### src/rtl/multdiv_iterative_if.sv
// Request/response bundle between the execute stage and the iterative multiply/divide unit.
// The master issues start pulses and operands; the slave returns the result with a ready pulse.
interface multdiv_iterative_if #(
    parameter int WIDTH = 32
);
    logic             ctrl_MULT;
    logic             ctrl_DIV;
    logic [WIDTH-1:0] data_operandA;
    logic [WIDTH-1:0] data_operandB;
    logic [WIDTH-1:0] data_result;
    logic             data_exception;
    logic             data_resultRDY;

    modport master (
        output ctrl_MULT, ctrl_DIV, data_operandA, data_operandB,
        input  data_result, data_exception, data_resultRDY
    );

    modport slave (
        input  ctrl_MULT, ctrl_DIV, data_operandA, data_operandB,
        output data_result, data_exception, data_resultRDY
    );
endinterface

### src/rtl/multdiv_iterative.sv
// Signed 32-bit multiply (radix-2 Booth) and divide (non-restoring on magnitudes),
// one iteration per cycle with a fixed 33-cycle start-to-ready latency.
module multdiv_iterative #(
    parameter int WIDTH = 32,
    parameter int CNT_W = 6
) (
    input logic                  clock,
    input logic                  reset,
    multdiv_iterative_if.slave   bus
);
    typedef enum logic [1:0] {IDLE, MULT, DIV, DONE} state_e;

    // Shared accumulator: MULT uses [2W:0] as the Booth product register,
    // DIV uses {remainder[W+1:0], quotient[W-1:0]}.
    localparam int AW = 2*WIDTH + 2;

    state_e             state_q, state_d;
    logic [CNT_W-1:0]   cnt_q, cnt_d;
    logic [AW-1:0]      acc_q, acc_d;
    logic [WIDTH-1:0]   opnd_q, opnd_d;
    logic               neg_q, neg_d;
    logic               dbz_q, dbz_d;
    logic               ovf_q, ovf_d;
    logic [WIDTH-1:0]   result_q, result_d;
    logic               exc_q, exc_d;

    logic               last;
    logic [WIDTH:0]     m_hi, m_a, m_sum;
    logic [WIDTH+1:0]   d_rem, d_shift, d_div, d_new;
    logic [AW-1:0]      acc_step;
    logic [WIDTH-1:0]   quot, abs_a, abs_b;

    assign last  = (cnt_q == CNT_W'(WIDTH-1));
    assign abs_a = bus.data_operandA[WIDTH-1] ? -bus.data_operandA : bus.data_operandA;
    assign abs_b = bus.data_operandB[WIDTH-1] ? -bus.data_operandB : bus.data_operandB;

    // NOTE: sequential state uses non-blocking assignments so every flop samples pre-edge values.
    always_ff @(posedge clock or negedge reset) begin
        if (!reset) state_q <= IDLE;
        else        state_q <= state_d;
    end

    // A start pulse preempts whatever is running; MULT has priority over DIV.
    always_comb begin
        // NOTE: default assignment first so no path leaves state_d unassigned (no latch).
        state_d = state_q;
        if (bus.ctrl_MULT)     state_d = MULT;
        else if (bus.ctrl_DIV) state_d = DIV;
        else begin
            case (state_q)
                MULT, DIV: if (last) state_d = DONE;
                DONE:      state_d = IDLE;
                default:   state_d = state_q;
            endcase
        end
    end

    always_comb begin
        bus.data_resultRDY = (state_q == DONE);
        bus.data_result    = result_q;
        bus.data_exception = exc_q;
    end

    // One iteration of each algorithm; the state selects which one is committed.
    always_comb begin
        m_hi  = {acc_q[2*WIDTH], acc_q[2*WIDTH:WIDTH+1]};
        m_a   = {opnd_q[WIDTH-1], opnd_q};
        case (acc_q[1:0])
            2'b01:   m_sum = m_hi + m_a;
            2'b10:   m_sum = m_hi - m_a;
            default: m_sum = m_hi;
        endcase

        d_rem   = acc_q[AW-1:WIDTH];
        d_shift = {d_rem[WIDTH:0], acc_q[WIDTH-1]};
        d_div   = {2'b00, opnd_q};
        d_new   = d_rem[WIDTH+1] ? d_shift + d_div : d_shift - d_div;

        if (state_q == MULT) acc_step = {m_sum[WIDTH], m_sum, acc_q[WIDTH:1]};
        else                 acc_step = {d_new, acc_q[WIDTH-2:0], ~d_new[WIDTH+1]};

        // Quotient bits are exact; the remainder correction step is skipped since it is discarded.
        quot = acc_step[WIDTH-1:0];
    end

    always_comb begin
        acc_d    = acc_q;
        opnd_d   = opnd_q;
        cnt_d    = cnt_q;
        neg_d    = neg_q;
        dbz_d    = dbz_q;
        ovf_d    = ovf_q;
        result_d = result_q;
        exc_d    = exc_q;
        if (bus.ctrl_MULT) begin
            acc_d  = {{(WIDTH+1){1'b0}}, bus.data_operandB, 1'b0};
            opnd_d = bus.data_operandA;
            cnt_d  = '0;
        end else if (bus.ctrl_DIV) begin
            acc_d  = {{(WIDTH+2){1'b0}}, abs_a};
            opnd_d = abs_b;
            neg_d  = bus.data_operandA[WIDTH-1] ^ bus.data_operandB[WIDTH-1];
            dbz_d  = (bus.data_operandB == '0);
            ovf_d  = (bus.data_operandA == {1'b1, {(WIDTH-1){1'b0}}}) && (bus.data_operandB == '1);
            cnt_d  = '0;
        end else if (state_q == MULT || state_q == DIV) begin
            acc_d = acc_step;
            cnt_d = cnt_q + CNT_W'(1);
            if (last && state_q == MULT) begin
                result_d = acc_step[WIDTH:1];
                exc_d    = (acc_step[2*WIDTH:WIDTH+1] != {WIDTH{acc_step[WIDTH]}});
            end else if (last) begin
                result_d = dbz_q ? '0 : (neg_q ? -quot : quot);
                exc_d    = dbz_q | ovf_q;
            end
        end else begin
            cnt_d = '0;
        end
    end

    always_ff @(posedge clock or negedge reset) begin
        if (!reset) begin
            cnt_q    <= '0;
            acc_q    <= '0;
            opnd_q   <= '0;
            neg_q    <= 1'b0;
            dbz_q    <= 1'b0;
            ovf_q    <= 1'b0;
            result_q <= '0;
            exc_q    <= 1'b0;
        end else begin
            cnt_q    <= cnt_d;
            acc_q    <= acc_d;
            opnd_q   <= opnd_d;
            neg_q    <= neg_d;
            dbz_q    <= dbz_d;
            ovf_q    <= ovf_d;
            result_q <= result_d;
            exc_q    <= exc_d;
        end
    end

    cnt_in_range: assert property (@(posedge clock) disable iff (!reset)
        (state_q == MULT || state_q == DIV) |-> (cnt_q < CNT_W'(WIDTH)));
endmodule
### src/flat_wrapper.sv
// flat-port wrapper written by rule: the top's interface ports become plain ports
module multdiv_iterative_flat 
#(
    parameter int WIDTH = 32,
    parameter int CNT_W = 6
)
  (clock, reset, bus_ctrl_MULT, bus_ctrl_DIV, bus_data_operandA, bus_data_operandB, bus_data_result, bus_data_exception, bus_data_resultRDY);
  multdiv_iterative_if #(.WIDTH(WIDTH)) bus_i ();
  input logic clock;
  input logic reset;
  input wire logic [$bits(bus_i.ctrl_MULT)-1:0] bus_ctrl_MULT;
  input wire logic [$bits(bus_i.ctrl_DIV)-1:0] bus_ctrl_DIV;
  input wire logic [$bits(bus_i.data_operandA)-1:0] bus_data_operandA;
  input wire logic [$bits(bus_i.data_operandB)-1:0] bus_data_operandB;
  output wire logic [$bits(bus_i.data_result)-1:0] bus_data_result;
  output wire logic [$bits(bus_i.data_exception)-1:0] bus_data_exception;
  output wire logic [$bits(bus_i.data_resultRDY)-1:0] bus_data_resultRDY;
  assign bus_i.ctrl_MULT = bus_ctrl_MULT;
  assign bus_i.ctrl_DIV = bus_ctrl_DIV;
  assign bus_i.data_operandA = bus_data_operandA;
  assign bus_i.data_operandB = bus_data_operandB;
  assign bus_data_result = bus_i.data_result;
  assign bus_data_exception = bus_i.data_exception;
  assign bus_data_resultRDY = bus_i.data_resultRDY;
  multdiv_iterative #(.WIDTH(WIDTH), .CNT_W(CNT_W)) u_core (.clock(clock), .reset(reset), .bus(bus_i));
endmodule
### config.mk
export PLATFORM = sky130hd
export DESIGN_NAME = multdiv_iterative_flat
export DESIGN_NICKNAME = d
export VERILOG_FILES = /design/src/rtl/multdiv_iterative_if.sv /design/src/rtl/multdiv_iterative.sv /design/src/flat_wrapper.sv
export SDC_FILE = /design/constraint.sdc
export NUM_CORES = 1
export LEC_CHECK = 0
export BUFFER_PORTS_ARGS = -buffer_cell sky130_fd_sc_hd__buf_2
export CORE_AREA = 2 2 201 154
export CTS_CLUSTER_DIAMETER = 200
export DETAILED_ROUTE_END_ITERATION = 8
export DIE_AREA = 0 0 203 156
export PLACE_DENSITY_LB_ADDON = 0.3
export SLEW_MARGIN = 25
export SYNTH_ARGS = -nofsm -noshare
export SYNTH_HDL_FRONTEND = slang
export SYNTH_SLANG_ARGS = --single-unit
export TNS_END_PERCENT = 20
### constraint.sdc
create_clock -name clock -period 9.2 [get_ports clock]
set_input_delay 1.38 -clock clock [delete_from_list [all_inputs] [get_ports clock]]
set_output_delay 1.38 -clock clock [all_outputs]
set_load 0.05 [all_outputs]
== Word level (Yosys, flattened, before mapping) ==
Index checks and enable logic that the tools add are counted.
Word-level totals
  logic and storage cells: 67
  memory bits (writable): 0
  memories: 0
  input port bits: 68
  output and inout bits: 34
  memory bits (read-only): 0
  flip-flop bits (word level): 142
  bits in latches: 0
Operators by class
  add/sub/neg operators: 8
  bitwise logic cells: 5
  magnitude comparators: 0
  multiply operators: 0
  shifts and indexed selects: 0
  eq/ne operators: 10
  multiplexer cells: 23
  divide/modulo/power cells: 0
  reductions and logical operators: 12
Operator list (number)
  two-way mux 66 bit: 4
  two-way mux 32 bit: 8
  negator 32 bit: 3
  case mux 33 bit (2 select lines): 1
  == test 32 bit (second input constant): 2
  adder 34 x 32 -> 34 bit: 1
  two-way mux 34 bit: 1
  subtractor 34 x 32 -> 34 bit: 1
  adder 32 x 32 -> 33 bit: 1
  subtractor 32 x 32 -> 33 bit: 1
  logical NOT 32 bit: 1
  inequality test 32 bit: 1
  two-way mux 6 bit: 3
  adder 6 x 1 -> 6 bit (second input constant): 1
  == test 2 bit (second input constant): 3
  == test 6 x 5 -> 1 bit (second input constant): 1
  two-way mux 2 bit: 3
  == test 2 x 1 -> 1 bit (second input constant): 2
  inequality test 4 x 3 -> 1 bit (second input constant): 1
  case mux 2 bit (2 select lines): 1
  AND reduction 2 bit: 2
  AND reduction 4 bit: 1
  nonzero test 2 bit: 2
  nonzero test 4 bit: 1
  other kinds (8): 12

== Longest topological paths before layout ==
Gate-level depths: netlist (run 1).
  depth after elaboration: 9
  gate-level depth with buffers: 22

== Worst setup path before layout (run 1) ==
No wires, ideal clock.
  path kind: register -> register
  start: reg u_core.opnd_q[3]
  end: reg u_core.exc_q, in the netlist u_core.bus.data_exception
  period minus slack after synthesis: 4.698 ns
  setup slack: 4.502 ns
  cell stages (with the launch flop): 21
  arrival time: 4.566 ns
  required time: 9.068 ns
  setup time: 0.132 ns
  path through: dfrtp_1 > clkbuf_1 > nor2_1 > nand4b_1 > nor3_1 > and3_1 > nor2_1 > xor2_1 > ha_1 > clkbuf_1 > a211oi_1 > nor3b_1 > a211o_1 > a2111oi_2 > a21oi_2 > a21oi_1 > mux2_1 > a211o_1 > or4_1 > mux2i_1 > a21oi_1
Between the ends
  longest elaborated chain between the ends: 5
  elaborated cells on any way between the ends: 9
  those cells by class: add/sub: 4; eq/ne: 1; mux: 4
Ends and longest elaborated chain
  start, declared: line multdiv_iterative.sv:20  | logic [WIDTH-1:0] opnd_q, opnd_d;
  start signal, assigned: line multdiv_iterative.sv:134  | opnd_q <= opnd_d;
  subtractor 32 x 32 -> 33 bit, or another cell as far along: line multdiv_iterative.sv:70  | 2'b10: m_sum = m_hi - m_a;
  case mux 33 bit (2 select lines) / two-way mux 34 bit (equally long branches): line multdiv_iterative.sv:68, multdiv_iterative.sv:77
  two-way mux 66 bit (*): line multdiv_iterative.sv:79  | if (state_q == MULT) acc_step = {m_sum[WIDTH], m_sum, acc_q[WIDTH:1]};
  inequality test 32 bit (*): line multdiv_iterative.sv:111  | exc_d = (acc_step[2*WIDTH:WIDTH+1] != {WIDTH{acc_step[WIDTH]}});
  two-way mux 1 bit (*): line multdiv_iterative.sv:109  | if (last && state_q == MULT) begin
  end signal, assigned: line multdiv_iterative.sv:130  | exc_q <= 1'b0;
  end signal, assigned: line multdiv_iterative.sv:139  | exc_q <= exc_d;
  end, declared: line multdiv_iterative.sv:25  | logic exc_q, exc_d;
Mark *: on every way between the ends. The rest lies on a longest branch, timed or not.
A chain may end at the register's enable or synchronous reset.

== Final worst setup path (run 1) ==
  start: reg u_core.opnd_q[2]
  end: reg u_core.exc_q, in the netlist u_core.bus.data_exception
The elaborated chain is that of the path after synthesis.

==> results.ini, run 1 <==
[synthesis]
synth-edff-count=0
yosysSeqAreaShare=0.242
synthArstFlopShare=1.00
synth-main-ff-cell=dfrtp_1
synth_cells=1956
synth.avg_cell_area_um2=7.49
syn_nets=2101
yosysWarnings=0
yosysUniqueCellTypes=87
syn-cell-area_mm2=0.0147
ys_ff_latch=142

[final_layout]
final_nets=2119
instances_no_fill=2386
fin_area_mm2=0.0160
area_growth_pct=8.90
fillCellCount=2856
diodes=0
drive_above_1_share=0.0966

[floorplan]
core_mm2=0.0297
num_rows=55
die-area_mm2=0.0317
initial_core_util=0.494
die_x_um=203
fp.dieH_um=156
ios=102

[route]
dr.pass1.iters=6
via_per_inst=6.51
ant_nets=0
post_drt_wl_per_cell_um=21.5
drc=0
totalWireLength_um=51400
vias=15533
drt_iter0_markers=1972

[outcome]
outcome=finished, final reports clean

[clock_tree]
cts_sinks=142
htree_levels=4
postCtsHoldBufs=0
clk_pin_slew_ps=60
numCtsBuffers=17
clock_latency_ps=460
cts_resized=0
cts_tree=done
cts_max_path_buffers=2
cts-root-buf=clkbuf_16
post-cts-setup-buffers=0

[power_and_ir_drop]
switching_share=0.479
p_int_mw=1.89
p_switching_mw=1.73
max-vdd-ir-drop_uv=150
seqPwrFrac=0.224
comb_power_share=0.572
p_leak_nw=6.93
powerDensity_mw_per_mm2=227
power_frac_clock=0.204

[grt]
grt_max_degree=99
track_usage=0.323
grt.overflow.total=0
antenna_found_initial=0
grt_pass1_wl_um=79700
grt_pass1_vias=14056

[worst_setup_path]
crit_arrival_ps=6180
startpoint_type=flip-flop
required_ps=9510
r2r_slack_ps=3330
cp-end-kind=flip-flop
crit_type=flip-flop to flip-flop
path_max_fanout=6

[timing]
setup_tns_ps=0
grt_setup_unrepaired=false
slew_viol_final=0
fin_crit_ps=5870
tightest_slew_ps=980
max_freq_mhz=170
setup_viol=0
max_slew_margin=0.343
fin_skew_ps=13.5
hold_viol=0
period_share=0.638

[placement]
gp_congestion=0.972
placedInstanceArea_mm2=0.0154
hpwl_um=38600
place.port_buffers=101
dp_cells=2354

[run]
drv_cap=0

[worst_hold_path]
hold_path.class=flip-flop to flip-flop

power by group through the flow:
stage	Clock [mW]	Sequential [mW]	Combinational, mW
4_1_cts	0.738	0.805	2.02
6_report	0.738	0.812	2.07
2_1_floorplan	0	0.758	1.54
3_5_place_dp	0	0.816	2.01
3_3_place_gp	0	0.813	1.97
5_1_grt	0.767	0.818	2.26
through the flow:
step,utilization,hold WS (ps),power (mW),setup WS (ps)
global route,0.538,515,3.84,2840
detailed placement,0.518,466,2.82,3450
global placement,0.518,464,2.79,3820
floorplan,-,441,2.30,4500
CTS,0.538,481,3.56,3420
finish,0.538,481,3.62,3330
sequential cells by signal (all words and copies together) (netlist names):
| signal | count |
|---|---|
| u_core.ovf_q | 1 |
| u_core.bus.data_result | 32 |
| u_core.bus.data_exception | 1 |
| u_core.state_q | 2 |
| u_core.neg_q | 1 |
| u_core.opnd_q | 32 |
| u_core.acc_q | 66 |
| u_core.cnt_q | 6 |
| u_core.dbz_q | 1 |
routing by layer:
layer	vias to the layer above	track usage	part of all wire	wire, um
met3	97	0.0858	0.12	6040
li1	7173	-	-	-
met2	884	0.446	0.41	20900
met4	0	0.0991	0.026	1330
met1	7379	0.483	0.45	23200
met5	-	0	0	0
path summary, 6_finish.rpt:
check | start | endpoint | cells past startpoint
setup / recovery | u_core.opnd_q[2] | u_core.bus.data_exception | 17
hold / removal | u_core.dbz_q | u_core.dbz_q | 2
setup reg to reg | u_core.opnd_q[2] | u_core.bus.data_exception | 17
hold reg to reg | u_core.dbz_q | u_core.dbz_q | 2
max in group asynchronous | reset | u_core.opnd_q[24] | 2
min in group asynchronous | reset | u_core.acc_q[57] | 1
synth_stat cells (5+ instances only):
cell type / number / area share
nor2_1: 278 / 0.071
a21oi_1: 187 / 0.064
nand2_1: 178 / 0.046
dfrtp_1: 142 / 0.24
o21ai_0: 138 / 0.047
xor2_1: 96 / 0.057
clkbuf_1: 93 / 0.024
xnor2_1: 92 / 0.055
ha_1: 75 / 0.064
nand3_1: 49 / 0.017
mux2i_1: 47 / 0.032
inv_1: 43 / 0.011
nor3_1: 43 / 0.015
a221oi_1: 33 / 0.020
o22ai_1: 32 / 0.014
nand4_1: 29 / 0.012
a21o_1: 27 / 0.014
o31ai_1: 27 / 0.014
a211oi_1: 26 / 0.013
o21a_1: 20 / 0.010
or3_1: 19 / 0.0081
a31oi_1: 17 / 0.0073
buf_1: 17 / 0.0044
and3_1: 16 / 0.0068
nor4_1: 16 / 0.0068
o211ai_1: 16 / 0.0082
nor2b_1: 12 / 0.0051
nor3b_1: 11 / 0.0056
o41ai_1: 11 / 0.0066
or4_1: 11 / 0.0056
a21boi_0: 10 / 0.0051
nand2b_1: 10 / 0.0043
or2_2: 9 / 0.0038
and2_1: 8 / 0.0034
buf_2: 7 / 0.0024
a211o_1: 5 / 0.0030
a41oi_1: 5 / 0.0030
and4_1: 5 / 0.0030
nand3b_1: 5 / 0.0026
o221ai_1: 5 / 0.0030
cell usage in the layout (no fill, tap or decap), types with 49 or more instances in the layout:
cell type and count:
nand2_1 176, nand3_1 49, o21ai_0 138, a21oi_1 187, buf_2 99, xor2_1 96
nor2_1 276, ha_1 73, xnor2_1 92, dfrtp_1 141
logic make-up after synthesis:
family	count (synthesis)	synth area share
AND/OR/NAND/NOR	720	0.232
adder cells (fa/ha/maj)	77	0.0668
flip-flops	142	0.242
AO/OA/AOI/OAI	613	0.268
XOR/XNOR	188	0.112
multiplexers	52	0.0359
buffers and inverters	164	0.0427
worst max-delay path, stage by stage (launching register included):
cell	delay, ps
dfrtp_1	450
nor3_2	410
nand3_1	250
nor3_1	350
nor3b_1	300
nor2_1	90
xnor2_1	170
ha_1	400
nand4_1	190
a211oi_2	460
nor2_1	150
or2_2	310
and4_1	200
o32ai_1	600
nor4bb_1	460
nand4b_1	230
a221oi_1	580
a21oi_1	130
cell type report:
class	instances	area, um^2	share of cell area
clock inverter	10	139	0.00870
sequential	142	3550	0.223
multi-input combinational	1650	10500	0.658
inverter	46	173	0.0108
tap	399	499	0.0313
clock buffer	22	454	0.0285
timing repair buffer	117	634	0.0397
Note: power is estimated with default switching activity, not from simulation.
==> run 2: changes to the inputs <==
clock period = 4.83 ns   (was 9.2 ns; I/O delays follow)
==> run 2 against run 1 <==
Setup slack got worse by 3200 ps. Sequential power grew 90%. Global-route usage increased by 0.55 points. Clock skew shrank 4.1 ps. Critical path depth grew 5. Wire length is 3.4% higher. First-iteration DRC count decreased by 16%. Non-clock buffer count up 104. Sequential cell count unchanged. Cell count rose by 4.4%.
==> results.ini, run 2 (synthesis gave the netlist of run 1 again) <==
[outcome]
outcome=finished, final reports clean

[floorplan]
die_x_um=203  ; unchanged
initial_core_util=0.494  ; unchanged
core_mm2=0.0297  ; unchanged
die-area_mm2=0.0317  ; unchanged
fp.dieH_um=156  ; unchanged
ios=102  ; unchanged
num_rows=55  ; unchanged

[clock_tree]
cts_max_path_buffers=2  ; unchanged
cts_sinks=142  ; unchanged
clock_latency_ps=450  ; about the same
numCtsBuffers=17  ; unchanged
htree_levels=4  ; unchanged
postCtsHoldBufs=0  ; unchanged
cts_tree=done
clk_pin_slew_ps=60  ; about the same
cts-root-buf=clkbuf_16

[timing]
setup_tns_ps=0  ; unchanged
max_slew_margin=0.398  ; +0.0549
tightest_slew_ps=895  ; -84.5 ps
setup_viol=0  ; unchanged
grt_setup_unrepaired=true
setup_slack_ps=90.6  ; -3240 ps
hold_viol=0  ; unchanged
max_freq_mhz=211  ; +24%
slew_viol_final=0  ; unchanged
fin_crit_ps=4740  ; -1130 ps
period_share=0.981  ; +0.343
fin_skew_ps=9.39  ; -4.08 ps

[worst_setup_path]
crit_arrival_ps=5060  ; -1120 ps
endpoint=u_core.bus.data_exception
path_max_fanout=5  ; -1
required_ps=5150  ; -4360 ps
startpoint_type=flip-flop
r2r_slack_ps=90  ; -3240 ps
cp-end-kind=flip-flop
r2r_start=u_core.opnd_q[1]
r2r-end=u_core.bus.data_exception
reg2reg_depth=22  ; +5
crit_type=flip-flop to flip-flop
cp-startpoint=u_core.opnd_q[1]

[final_layout]
final_nets=2223  ; +4.9%
regMostFlops=u_core.acc_q
fillCellCount=2725  ; -4.6%
instances_no_fill=2491  ; +4.4%
final_common_cell=nor2_1
final_cell_mix=271 x nor2_1, 184 x a21oi_1, 176 x nand2_1
multi_input_area_mm2=0.0109  ; +4.0%
drive_above_1_share=0.175  ; +0.0786
area_growth_pct=17.1
largest_reg_flops=66  ; unchanged
regArea_mm2=0.00356  ; +0.11%

[route]
drt_iter0_markers=1658  ; -16%
totalWireLength_um=53100  ; +3.4%
vias=15925  ; +2.5%
via_per_inst=6.39  ; -1.8%
post_drt_wl_per_cell_um=21.3  ; -0.99%
dr.pass1.iters=6  ; unchanged
ant_nets=0  ; unchanged
drc=0  ; unchanged

[placement]
pre_cts_ws_ps=-104  ; -3550 ps
dp_cells=2442  ; +3.7%
hpwl_um=40500  ; +5.0%
gp_congestion=0.989  ; +1.7%
place.port_buffers=101  ; unchanged

[run]
drv_cap=0  ; unchanged

[power_and_ir_drop]
p_total_mw=7.33  ; +100%
p_leak_nw=7.51  ; +8.4%
powerDensity_mw_per_mm2=427  ; +88%
max-vdd-ir-drop_uv=232  ; +54%

[grt]
grt_pass1_wl_um=81300  ; +2.1%
antenna_found_initial=1  ; +1
track_usage=0.328  ; +0.00547
grt_pass1_vias=14509  ; +3.2%
grt_max_degree=95  ; -4.0%
grt.overflow.total=0  ; unchanged

[worst_hold_path]
hold_path.class=input port to asynchronous set/reset pin

[run 2: routing by layer]
| metal | vias up | global-route usage | wire (um) |
|---|---|---|---|
| met2 | 810 | 0.467 | 22400 |
| li1 | 7385 | - | - |
| met3 | 55 | 0.0852 | 6340 |
| met4 | 0 | 0.0761 | 746 |
| met5 | - | 0 | 0 |
| met1 | 7675 | 0.490 | 23700 |
[run 2: area by class of cell]
cell class | count | area share
Antenna cell | 3 | 0.000438
Clock buffer | 23 | 0.0284
Clock inverter | 7 | 0.00365
Inverter | 46 | 0.0101
Multi-Input combinational cell | 1650 | 0.637
Sequential cell | 142 | 0.207
Tap cell | 399 | 0.0291
Timing Repair Buffer | 221 | 0.0839
[run 2: how the worst min path moves through the flow]
stage / startpoint / end
6_report: reset / u_core.cnt_q[3]
5_1_grt: reset / u_core.cnt_q[3]
4_1_cts: reset / u_core.cnt_q[3]
3_5_place_dp: u_core.ovf_q / u_core.ovf_q
3_3_place_gp: u_core.dbz_q / u_core.dbz_q
2_1_floorplan: reset / u_core.acc_q[0]
[run 2: timing repair]
action                                  4_1_cts  5_1_grt
pin swaps                                     0       31
endpoints found under the hold margin         0        0
resized for setup                             8       91
buffers inserted                              0       16
endpoints found under the setup margin       18       35
[run 2: power breakdown]
part           leakage (nW)  switching (mW)  total [mW]  internal (mW)
combinational          5.40            2.69        4.50           1.82
sequential             1.83           0.223        1.54           1.31
clock                 0.274           0.533        1.28          0.752
total                  7.51            3.45        7.33           3.88
[run 2: stage by stage]
step,instance area [um^2],util,hold WS [ps]
after floorplan,14700,-,429
after global placement,16000,0.540,461
after detailed placement,16000,0.541,469
after CTS,16600,0.561,336
after global routing,17100,0.578,368
final,17200,0.578,293
[run 2: critical path: stages, from the launching register on]
cell,delay [ps]
dfrtp_2,450
inv_2,90
ha_4,130
nand4b_1,170
nor3_1,230
buf_4,160
and3_4,180
nor2_1,50
xor2_1,140
ha_1,350
a211oi_2,280
nor3b_2,80
a211o_1,340
a2111oi_4,350
a21oi_4,130
buf_4,160
xor2_1,150
o21ai_2,160
nand2_1,80
or4_4,430
a221oi_4,290
buf_4,160
a21oi_1,50
